**src/rtl/gerador_tom.sv**
```systemverilog
// gerador_tom -- note-to-buzzer tone generator.
//
// Accepts a 3-bit note code plus a start strobe. It then drives a square wave
// on the buzzer for DURACAO_CICLOS clocks, followed by PAUSA_CICLOS clocks of
// silence. fim_tom pulses for one cycle when the note finishes normally.
//
// Optional feature: define GERADOR_TOM_OITAVA_EN to add the oitava_alta input.
// When that input is sampled as 1 at acceptance, the note is played one
// octave higher (half-period >> 1).
//
// Ports:
//   clock       in   system clock, rising edge
//   reset       in   asynchronous active-low reset
//   tocar       in   start request (ignored while busy)
//   parar       in   abort request
//   nota        in   [2:0] note code, 0 = rest, 1..7 = do..si
//   oitava_alta in   (GERADOR_TOM_OITAVA_EN only) raise by one octave
//   som         out  square wave to the buzzer
//   ocupado     out  high while TOCANDO or PAUSA
//   fim_tom     out  one-cycle completion pulse
//   nota_atual  out  [2:0] latched note code, 0 when idle
//   db_estado   out  [1:0] state encoding for debug
module gerador_tom #(
  parameter int DURACAO_CICLOS = 500000,
  parameter int PAUSA_CICLOS   = 50000
) (
  input  logic       clock,
  input  logic       reset,
  input  logic       tocar,
  input  logic       parar,
  input  logic [2:0] nota,
`ifdef GERADOR_TOM_OITAVA_EN
  input  logic       oitava_alta,
`endif
  output logic       som,
  output logic       ocupado,
  output logic       fim_tom,
  output logic [2:0] nota_atual,
  output logic [1:0] db_estado
);

  typedef enum logic [1:0] {
    OCIOSO   = 2'b00,
    TOCANDO  = 2'b01,
    PAUSA    = 2'b10,
    INVALIDO = 2'b11
  } estado_t;

  localparam int MAX_CICLOS = (DURACAO_CICLOS > PAUSA_CICLOS) ? DURACAO_CICLOS : PAUSA_CICLOS;
  localparam int CW         = $clog2(MAX_CICLOS + 1);

  // Terminal counts: the counter is cleared on state entry, so the edge that
  // closes a phase of N cycles sees the counter at N-1.
  localparam logic [CW-1:0] DUR_FIM   = CW'(DURACAO_CICLOS - 1);
  localparam logic [CW-1:0] PAUSA_FIM = CW'(PAUSA_CICLOS - 1);

  // Half-period in 1 MHz clocks for each note code; rest has no period.
  function automatic logic [10:0] meio_periodo(input logic [2:0] n);
    logic [10:0] h;
    case (n)
      3'd1:    h = 11'd1908;
      3'd2:    h = 11'd1700;
      3'd3:    h = 11'd1515;
      3'd4:    h = 11'd1432;
      3'd5:    h = 11'd1275;
      3'd6:    h = 11'd1136;
      3'd7:    h = 11'd1012;
      default: h = 11'd0;
    endcase
    return h;
  endfunction

  estado_t       estado_r, estado_s;
  logic [CW-1:0] dur_r, dur_s;
  logic [10:0]   per_r, per_s;
  logic          som_r, som_s;
  logic          ocupado_r, ocupado_s;
  logic          fim_r, fim_s;
  logic [2:0]    nota_r, nota_s;
  logic [10:0]   meio_s;
`ifdef GERADOR_TOM_OITAVA_EN
  logic          oitava_r, oitava_s;
`endif

  // Effective half-period of the latched note (octave shift applied if enabled).
  always_comb begin
`ifdef GERADOR_TOM_OITAVA_EN
    if (oitava_r) begin
      meio_s = meio_periodo(nota_r) >> 1;
    end else begin
      meio_s = meio_periodo(nota_r);
    end
`else
    meio_s = meio_periodo(nota_r);
`endif
  end

  // Next-state and next-output logic; every output is registered below.
  always_comb begin
    estado_s  = estado_r;
    dur_s     = dur_r;
    per_s     = per_r;
    som_s     = som_r;
    ocupado_s = ocupado_r;
    fim_s     = 1'b0;
    nota_s    = nota_r;
`ifdef GERADOR_TOM_OITAVA_EN
    oitava_s  = oitava_r;
`endif
    case (estado_r)
      OCIOSO: begin
        dur_s = {CW{1'b0}};
        per_s = 11'd0;
        som_s = 1'b0;
        // parar has priority over tocar when both arrive together
        if (tocar && !parar) begin
          estado_s  = TOCANDO;
          ocupado_s = 1'b1;
          nota_s    = nota;
`ifdef GERADOR_TOM_OITAVA_EN
          oitava_s  = oitava_alta;
`endif
        end else begin
          ocupado_s = 1'b0;
          nota_s    = 3'd0;
        end
      end
      TOCANDO: begin
        if (parar) begin
          estado_s  = OCIOSO;
          dur_s     = {CW{1'b0}};
          per_s     = 11'd0;
          som_s     = 1'b0;
          ocupado_s = 1'b0;
          nota_s    = 3'd0;
        end else if (dur_r == DUR_FIM) begin
          estado_s = PAUSA;
          dur_s    = {CW{1'b0}};
          per_s    = 11'd0;
          som_s    = 1'b0;
        end else begin
          dur_s = dur_r + CW'(1);
          if (nota_r != 3'd0) begin
            // wrap at HALF-1 so the first toggle lands HALF edges after acceptance
            if (per_r == (meio_s - 11'd1)) begin
              per_s = 11'd0;
              som_s = ~som_r;
            end else begin
              per_s = per_r + 11'd1;
            end
          end else begin
            som_s = 1'b0;
          end
        end
      end
      PAUSA: begin
        som_s = 1'b0;
        per_s = 11'd0;
        if (parar) begin
          estado_s  = OCIOSO;
          dur_s     = {CW{1'b0}};
          ocupado_s = 1'b0;
          nota_s    = 3'd0;
        end else if (dur_r == PAUSA_FIM) begin
          estado_s  = OCIOSO;
          dur_s     = {CW{1'b0}};
          ocupado_s = 1'b0;
          nota_s    = 3'd0;
          fim_s     = 1'b1;
        end else begin
          dur_s = dur_r + CW'(1);
        end
      end
      default: begin
        // unreachable encoding: return to idle with everything cleared
        estado_s  = OCIOSO;
        dur_s     = {CW{1'b0}};
        per_s     = 11'd0;
        som_s     = 1'b0;
        ocupado_s = 1'b0;
        nota_s    = 3'd0;
      end
    endcase
  end

  // State, counter and output registers.
  always_ff @(posedge clock or negedge reset) begin
    if (!reset) begin
      estado_r  <= OCIOSO;
      dur_r     <= {CW{1'b0}};
      per_r     <= 11'd0;
      som_r     <= 1'b0;
      ocupado_r <= 1'b0;
      fim_r     <= 1'b0;
      nota_r    <= 3'd0;
`ifdef GERADOR_TOM_OITAVA_EN
      oitava_r  <= 1'b0;
`endif
    end else begin
      estado_r  <= estado_s;
      dur_r     <= dur_s;
      per_r     <= per_s;
      som_r     <= som_s;
      ocupado_r <= ocupado_s;
      fim_r     <= fim_s;
      nota_r    <= nota_s;
`ifdef GERADOR_TOM_OITAVA_EN
      oitava_r  <= oitava_s;
`endif
    end
  end

  assign som        = som_r;
  assign ocupado    = ocupado_r;
  assign fim_tom    = fim_r;
  assign nota_atual = nota_r;
  assign db_estado  = estado_r;

endmodule

```
**config.mk**
```make
export PLATFORM = sky130hd
export DESIGN_NAME = gerador_tom
export DESIGN_NICKNAME = d
export VERILOG_FILES = /design/src/rtl/gerador_tom.sv
export SDC_FILE = /design/constraint.sdc
export NUM_CORES = 1
export LEC_CHECK = 0
export ABC_AREA = 0
export CAP_MARGIN = 0
export CORE_AREA = 2 2 62 108
export DETAILED_ROUTE_END_ITERATION = 6
export DIE_AREA = 0 0 64 110
export SYNTH_ARGS = -nofsm -noshare
export SYNTH_HDL_FRONTEND = slang
export SYNTH_SLANG_ARGS = --single-unit
```
**constraint.sdc**
```tcl
create_clock -name clock -period 2.8 [get_ports clock]
set_clock_uncertainty 0.2 [all_clocks]
set_input_delay 0.42 -clock clock [delete_from_list [all_inputs] [get_ports clock]]
set_output_delay 0.42 -clock clock [all_outputs]
set_load 0.03 [all_outputs]
```
# == Yosys cells after proc, flatten, opt, wreduce, memory -nomap -nowiden ==
# Cells that the tools add are included.
# classes
n_addsub,3
eq_ne,18
mux,35
bitwise,1
reduce_logical,6
# op_table
cell,n
11-bit one-hot mux with 7 select lines,1
19-bit two-way mux,4
11-bit two-way mux,5
19-bit one-hot mux with 2 select lines,1
"19-bit by 1-bit adder with 19-bit output, second input constant",1
"19-bit by 16-bit == test with 1-bit output, second input constant",1
"19-bit == test, second input constant",1
"3-bit == test, second input constant",4
1-bit two-way mux,12
3-bit two-way mux,4
"11-bit by 1-bit adder with 11-bit output, second input constant",1
11-bit == test,1
"11-bit by 1-bit subtractor with 11-bit output, second input constant",1
2-bit two-way mux,5
3-bit one-hot mux with 3 select lines,1
"3-bit by 2-bit == test with 1-bit output, second input constant",2
"3-bit inequality test, second input constant",2
2-bit one-hot mux with 3 select lines,1
"5-bit inequality test, second input constant",1
"2-bit inequality test, second input constant",2
"4-bit inequality test, second input constant",1
"3-bit by 1-bit == test with 1-bit output, second input constant",1
1-bit one-hot mux with 3 select lines,1
3-bit AND reduction,1
8 further kinds,8
# totals
regBits,38
in_bits,7
out_inout_bits,8
word_cells,70

# == Logic depth before layout (Yosys ltp) ==
# Gate-level depths: netlist of run 1.
# depth
ltp_word,9
ltp_mapped,12

# == Worst setup path before layout of run 1 ==
# Ideal clock, no wire load.
# synth_timing
path_type,register -> register
from,reg nota_r[0] (netlist: nota_atual[0])
to,reg per_r[7]
setup_ns,0.138
arrival_time_ns,2.617
slack_ns,-0.156
stages_incl_launch_ff,13
cell_sequence,dfrtp_1 buf_2 buf_2 xnor2_1 a21oi_1 ha_1 nor2b_1 mux2i_1 or3_1 a22o_1 clkbuf_1 o2111ai_1 o211ai_1
# synth_via
elab_chain_cells,9
# synth_rtl
item,line,text
"start, declared",79,"logic [2:0] nota_r, nota_s;"
"start signal, assigned",206,nota_r <= nota_s;
"3-bit == test, or another cell as far along",60,case (n)
11-bit one-hot mux with 7 select lines,60,
11-bit by 1-bit subtractor with 11-bit output,145,if (per_r == (meio_s - 11'd1)) begin
11-bit == test,145,
11-bit two-way mux,145,
11-bit two-way mux,143,if (nota_r != 3'd0) begin
11-bit two-way mux,136,end else if (dur_r == DUR_FIM) begin
11-bit two-way mux,129,if (parar) begin
11-bit two-way mux,110,case (estado_r)
"end signal, assigned",202,per_r <= per_s;
"end, declared",75,"logic [10:0] per_r, per_s;"
# Several ways; a longest one is shown, not always the timed one. The select of a mux whose other input is x is not followed.
# A chain may end at the register's enable or synchronous reset.

# == Final worst setup path of run 1 ==
# layout_timing
from,reg nota_r[2] (netlist: nota_atual[2])
to,reg per_r[10]
# Same word-level chain as after synthesis.

==> results.yml, run 1 <==
run_status:
  status: "completed"
detailed_routing:
  ant_nets: 0
  wl_per_cell_um: 14.3
  vias: 2058
  viasPerCell: 5.32
  dr.pass1.iters: 4
  drt_iter0_drc: 119
  drcViolationCount: 0
  routed_wirelength_um: 5520
floorplanning:
  start_util_pct: 39.5
  io_pins: 15
  core_area_sq_um: 6130
  die_y_um: 110
  die_width_um: 64
  rows: 38
  die_area_sq_um: 7040
logic_synthesis:
  yosysTopAreaCell: "dfrtp_1"
  synth_common_cells: "38 x dfrtp_1, 35 x nor2_1, 32 x nand2_1"
  ys_warn_count: 0
  synth_top_area_share_pct: 39.3
  syn_nets: 295
  yosysMostFrequentCell: "dfrtp_1"
  synthCells: 282
  ys_top_cells_by_area: "dfrtp_1 39%, nor2_1 5.4%, nand2_1 5.0%"
  synthesis.area_sq_um: 2420
  synth_cell_types: 43
  synth-edff-count: 0
  ys_ff_latch: 38
  yosysSeqAreaShare_pct: 39.3
  avgSynthCellArea_sq_um: 8.59
  synth-async-reset-ratio_pct: 100
  ys.flop_type: "dfrtp_1"
sta:
  fmaxAchievable_ghz: 0.384
  slew_headroom_pct: 46.1
  slew_violations: 0
  tightest_slew_ps: 807
  hold_ws_ps: 296
  setup_viol: 0
  rsz0062_at_grt: "yes"
  min_period_ps: 2610
  hold_viol: 0
  fin_crit_sh_pct: 93.1
worst_setup_path:
  arrival_ps: 2560
  r2r-end: "per_r[10]"
  required_ps: 2760
  rr_worst_depth: 11
  cp-start-kind: "flop"
  reg2reg_from: "nota_atual[2]"
  startpoint: "nota_atual[2]"
  reg2reg_slack_ps: 190
  timing_worst_setup_path_type: "flop to flop"
  end_kind: "flop"
  critPathMaxFanout: 6
power_and_ir_drop:
  peakVddDrop_mv: 0.262
  power_switching_uw: 522
  sw_frac_of_total_pct: 33.1
  finalPower_mw: 1.58
  p_clk_share_pct: 29.5
  p_int_mw: 1.05
  pwr-share-seq_pct: 38.7
  power_density_nw_per_um2: 550
  p_leak_nw: 1.09
  p_comb_share_pct: 31.9
placement:
  hpwl_um: 4060
  postPlaceCellArea_sq_um: 2690
  port_buffers: 14
  gp_congestion: 0.812
global_route:
  grt_pass1_vias: 2011
  grt_pass1_wl_um: 9260
  grt.overflow.total: 0
  antenna_found_initial: 0
  grt_start_max_net_pins: 23
  gr-usage-all-layers_pct: 16.9
cts:
  numCtsBuffers: 5
  cts_num_sinks: 38
  clk-insertion-delay-late_ps: 290
  clk_path_buf_depth: 2
  clockRootBuffer: "clkbuf_8"
  tritoncts: "done"
  cts_max_level: 2
  clk_pin_slew_worst_paths_ps: 80
finish:
  antenna-diode-count: 0
  area_delta_synth_final_pct: 18.4
  nets: 319
  drive_gt1_share_pct: 15.0
  fin_area_sq_um: 2870
min_path:
  hp-start: "dur_r[0]"
  holdPathStages: 1
  hold-path-endpoint: "dur_r[0]"
  holdCritPathClass: "flop to flop"
job:
  drv_cap: 0
==> metal layers <==
metal | global-route usage (%) | routed length [um] | part of all wire [%]
met1 | 17.3 | 2170 | 39
met2 | 32.9 | 3130 | 57
met3 | 2.54 | 85 | 1.5
met4 | 7.76 | 133 | 2.4
met5 | 0 | 0 | 0
==> worst max-delay path by stage <==
| stage | depth (start not counted) | slack [ps] | endpoint |
|---|---|---|---|
| 2_1_floorplan | 12 | 30 | per_r[7] |
| 3_3_place_gp | 11 | 130 | per_r[3] |
| 3_5_place_dp | 11 | 100 | per_r[3] |
| 4_1_cts | 11 | 80 | per_r[3] |
| 5_1_grt | 11 | -10 | per_r[4] |
| 6_report | 11 | 190 | per_r[10] |
==> kinds of logic (layout without fill, tap and decap cells) <==
kind of cell	count (synthesis)	count (layout)	share of synthesized area, %
multiplexers	7	7	3.10
AND/OR/NAND/NOR	132	132	26.9
flip-flops	38	38	39.3
XOR/XNOR	23	23	8.32
buffers and inverters	24	49	4.34
AO/OA/AOI/OAI	52	52	14.9
adder cells (fa/ha/maj)	6	6	3.10
==> cell type report <==
class                           count  area [sq um]
Clock buffer                        5          68.8
Clock inverter                      3          40.0
Fill cell                         595          3270
Inverter                            9          33.8
Multi-Input combinational cell    220          1400
Sequential cell                    38           953
Tap cell                           80           100
Timing Repair Buffer               32           273
==> state kept, by name, indices dropped and copies added (netlist names) <==
| register | flops |
|---|---|
| nota_atual | 3 |
| db_estado | 2 |
| fim_tom | 1 |
| dur_r | 19 |
| per_r | 11 |
| som | 1 |
| ocupado | 1 |
==> timing repair <==
action                                  4_1_cts  5_1_grt
endpoints found under the hold margin        20        0
endpoints found under the setup margin        0       12
gates resized for setup                       0        7
buffers inserted                              0        4
hold buffers                                  1        0
==> critical path, stage by stage (launching register included) <==
cell and delay (ps):
dfrtp_2 450, nand2b_4 150, nor2_1 100, a21oi_1 60
ha_2 360, xor2_1 140, nand2_1 100, a211oi_2 150
o211ai_1 240, buf_4 240, o211ai_1 160, o211ai_1 130
==> power groups by stage <==
stage | Sequential (mW) | Clock (mW) | Combinational, mW
3_3_place_gp | 0.621 | 0 | 0.480
5_1_grt | 0.614 | 0.499 | 0.554
3_5_place_dp | 0.621 | 0 | 0.483
4_1_cts | 0.610 | 0.477 | 0.485
2_1_floorplan | 0.655 | 0 | 0.306
6_report | 0.610 | 0.464 | 0.502
==> placed cells by master, fill, tap and decap left out, types with 6 or more instances in the layout <==
master           count
nand3_1             15
nor3_1               9
dfrtp_1             36
o211ai_1            15
clkdlybuf4s50_1     13
nand2b_1             6
xnor2_1             12
buf_4               17
inv_1                9
nand2_1             32
xor2_1              11
nor2_1              35
o21ai_0             14
==> per-stage QoR <==
step | instances | worst slack (ps) | setup TNS (ps) | utilization (%)
global placement | 374 | 129 | 0 | 43.8
finish | 387 | 194 | 0 | 46.7
detailed placement | 374 | 103 | 0 | 43.8
global route | 387 | -10.9 | -10.9 | 46.7
CTS | 383 | 81.9 | 0 | 45.7
floorplan | 282 | 28.5 | 0 | -
(Power assumes the default switching activity.)
==> run 2, diff against run 1 <==
- clock period: 2.8 -> 2.28 ns (I/O delays scaled with it)
==> run 2 against run 1 <==
- via count increased by 7.1%
- count of clock-buffer cells in the layout increased by 2
- sequential power increased by 23%
- largest cell class unchanged
- die area unchanged
- the run now ends with setup timing left
- wire length increased by 11%
- core utilization increased by 6.2 points
- first-iteration DRC count increased by 6.7%
- setup slack got worse by 530 ps
- non-clock buffer count increased by 23
- flip-flop and latch count unchanged
- combinational power increased by 76%
- critical endpoint is now per_r[2]
- register-to-register slack got worse by 530 ps
==> results.yml, run 2 (synthesis results as in run 1) <==
floorplanning:
  die_y_um: 110
  die_width_um: 64
  start_util_pct: 39.5
  die_area_sq_um: 7040
  io_pins: 15
  core_area_sq_um: 6130
  rows: 38
cts:
  clockRootBuffer: "clkbuf_8"
  cts_num_sinks: 38
  clk_pin_slew_worst_paths_ps: 80
  clk_path_buf_depth: 2
  cts_max_level: 2
  numCtsBuffers: 5
  clk-insertion-delay-late_ps: 290
  tritoncts: "done"
run_status:
  violations: "setup timing"
  status: "complete, but fails checks"
power_and_ir_drop:
  power_density_nw_per_um2: 648
  finalPower_mw: 2.10
  peakVddDrop_mv: 0.565
  p_leak_nw: 1.27
placement:
  dp.cells: 394
  port_buffers: 14
  hpwl_um: 4300
  postPlaceCellArea_sq_um: 2870
  gp_congestion: 0.809
worst_setup_path:
  required_ps: 2240
  timing_worst_setup_path_type: "flop to flop"
  startpoint: "nota_atual[1]"
  end_kind: "flop"
  cp-start-kind: "flop"
  arrival_ps: 2580
  critPathMaxFanout: 6
  reg2reg_from: "nota_atual[1]"
sta:
  finalSetupTns_ps: -3620
  tightest_slew_ps: 539
  setup_viol: 12
  slew_violations: 0
  fin_crit_sh_pct: 115
  rsz0062_at_grt: "yes"
  hold_ws_ps: 285
  hold_viol: 0
  fmaxAchievable_ghz: 0.382
  slew_headroom_pct: 64.1
  final.setup.worst_slack_ps: -337
  min_period_ps: 2620
detailed_routing:
  viasPerCell: 5.34
  routed_wirelength_um: 6100
  wl_per_cell_um: 14.8
  dr.pass1.iters: 4
  vias: 2204
  ant_nets: 0
  drt_iter0_drc: 127
  drcViolationCount: 0
finish:
  nets: 346
  fin_area_sq_um: 3250
  area_delta_synth_final_pct: 34.1
  final_cell_mix: "36 x buf_4, 35 x dfrtp_1, 31 x nand2_1"
  final_common_cell: "buf_4"
  antenna-diode-count: 0
  final_cells: 413
  largest_reg_flops: 19
  drive_gt1_share_pct: 29.4
  largest-register: "dur_r"
global_route:
  grt_pass1_wl_um: 9980
  gr-usage-all-layers_pct: 17.9
  grt.overflow.total: 0
  grt_pass1_vias: 2179
  grt_start_max_net_pins: 23
  antenna_found_initial: 0
job:
  drv_cap: 0
min_path:
  holdCritPathClass: "flop to flop"
  hp-start: "dur_r[0]"
-- run 2: layout make-up --
| class | count | area [sq um] |
|---|---|---|
| Inverter | 9 | 33.8 |
| Sequential cell | 38 | 955 |
| Tap cell | 80 | 100 |
| Timing Repair Buffer | 55 | 457 |
| Multi-Input combinational cell | 224 | 1610 |
| Fill cell | 556 | 2890 |
| Clock buffer | 7 | 86.3 |
-- run 2: report_power, final --
group	internal [mW]	switching, mW
Combinational	0.382	0.503
Clock	0.240	0.229
Sequential	0.710	0.0400
-- run 2: repair_timing --
action,4_1_cts,5_1_grt
setup endpoints to repair,32,35
hold buffers,1,0
setup buffers,4,2
endpoints found under the hold margin,20,0
pin swaps,10,14
gates cloned,1,4
gates resized for setup,17,28
-- run 2: worst max-delay path, stage by stage (launching register included) --
cell and delay (ps):
dfrtp_2 460, xor2_2 220, nand2_2 90, ha_4 280, xor2_1 150, nand2_1 90, a211oi_2 190, o211ai_1 210
buf_4 210, o21ai_4 150, buf_6 140, o211ai_1 90
-- run 2: worst paths after layout --
check	depth (start not counted)	end	slack [ps]
setup / recovery	11	per_r[2]	-340
hold / removal	1	dur_r[0]	280
max in group asynchronous	3	dur_r[7]	970
hold reg to reg	1	dur_r[0]	280
min in group asynchronous	2	som	340
setup reg to reg	11	per_r[2]	-340
-- run 2: metrics by stage --
step           util (%)  setup slack, ps
5_1_grt            52.9             -456
6_report           52.9             -337
2_1_floorplan         -             -382
3_3_place_gp       46.8             -298
4_1_cts            50.2             -296
3_5_place_dp       46.8             -337
-- run 2: per-layer routing --
layer | vias to the layer above | part of all wire (%) | GRT usage (%)
met5 | - | 0 | 0
met4 | 0 | 3.6 | 7.92
met3 | 15 | 1.8 | 2.84
met2 | 25 | 56 | 33.0
met1 | 1079 | 38 | 20.2
li1 | 1085 | - | -
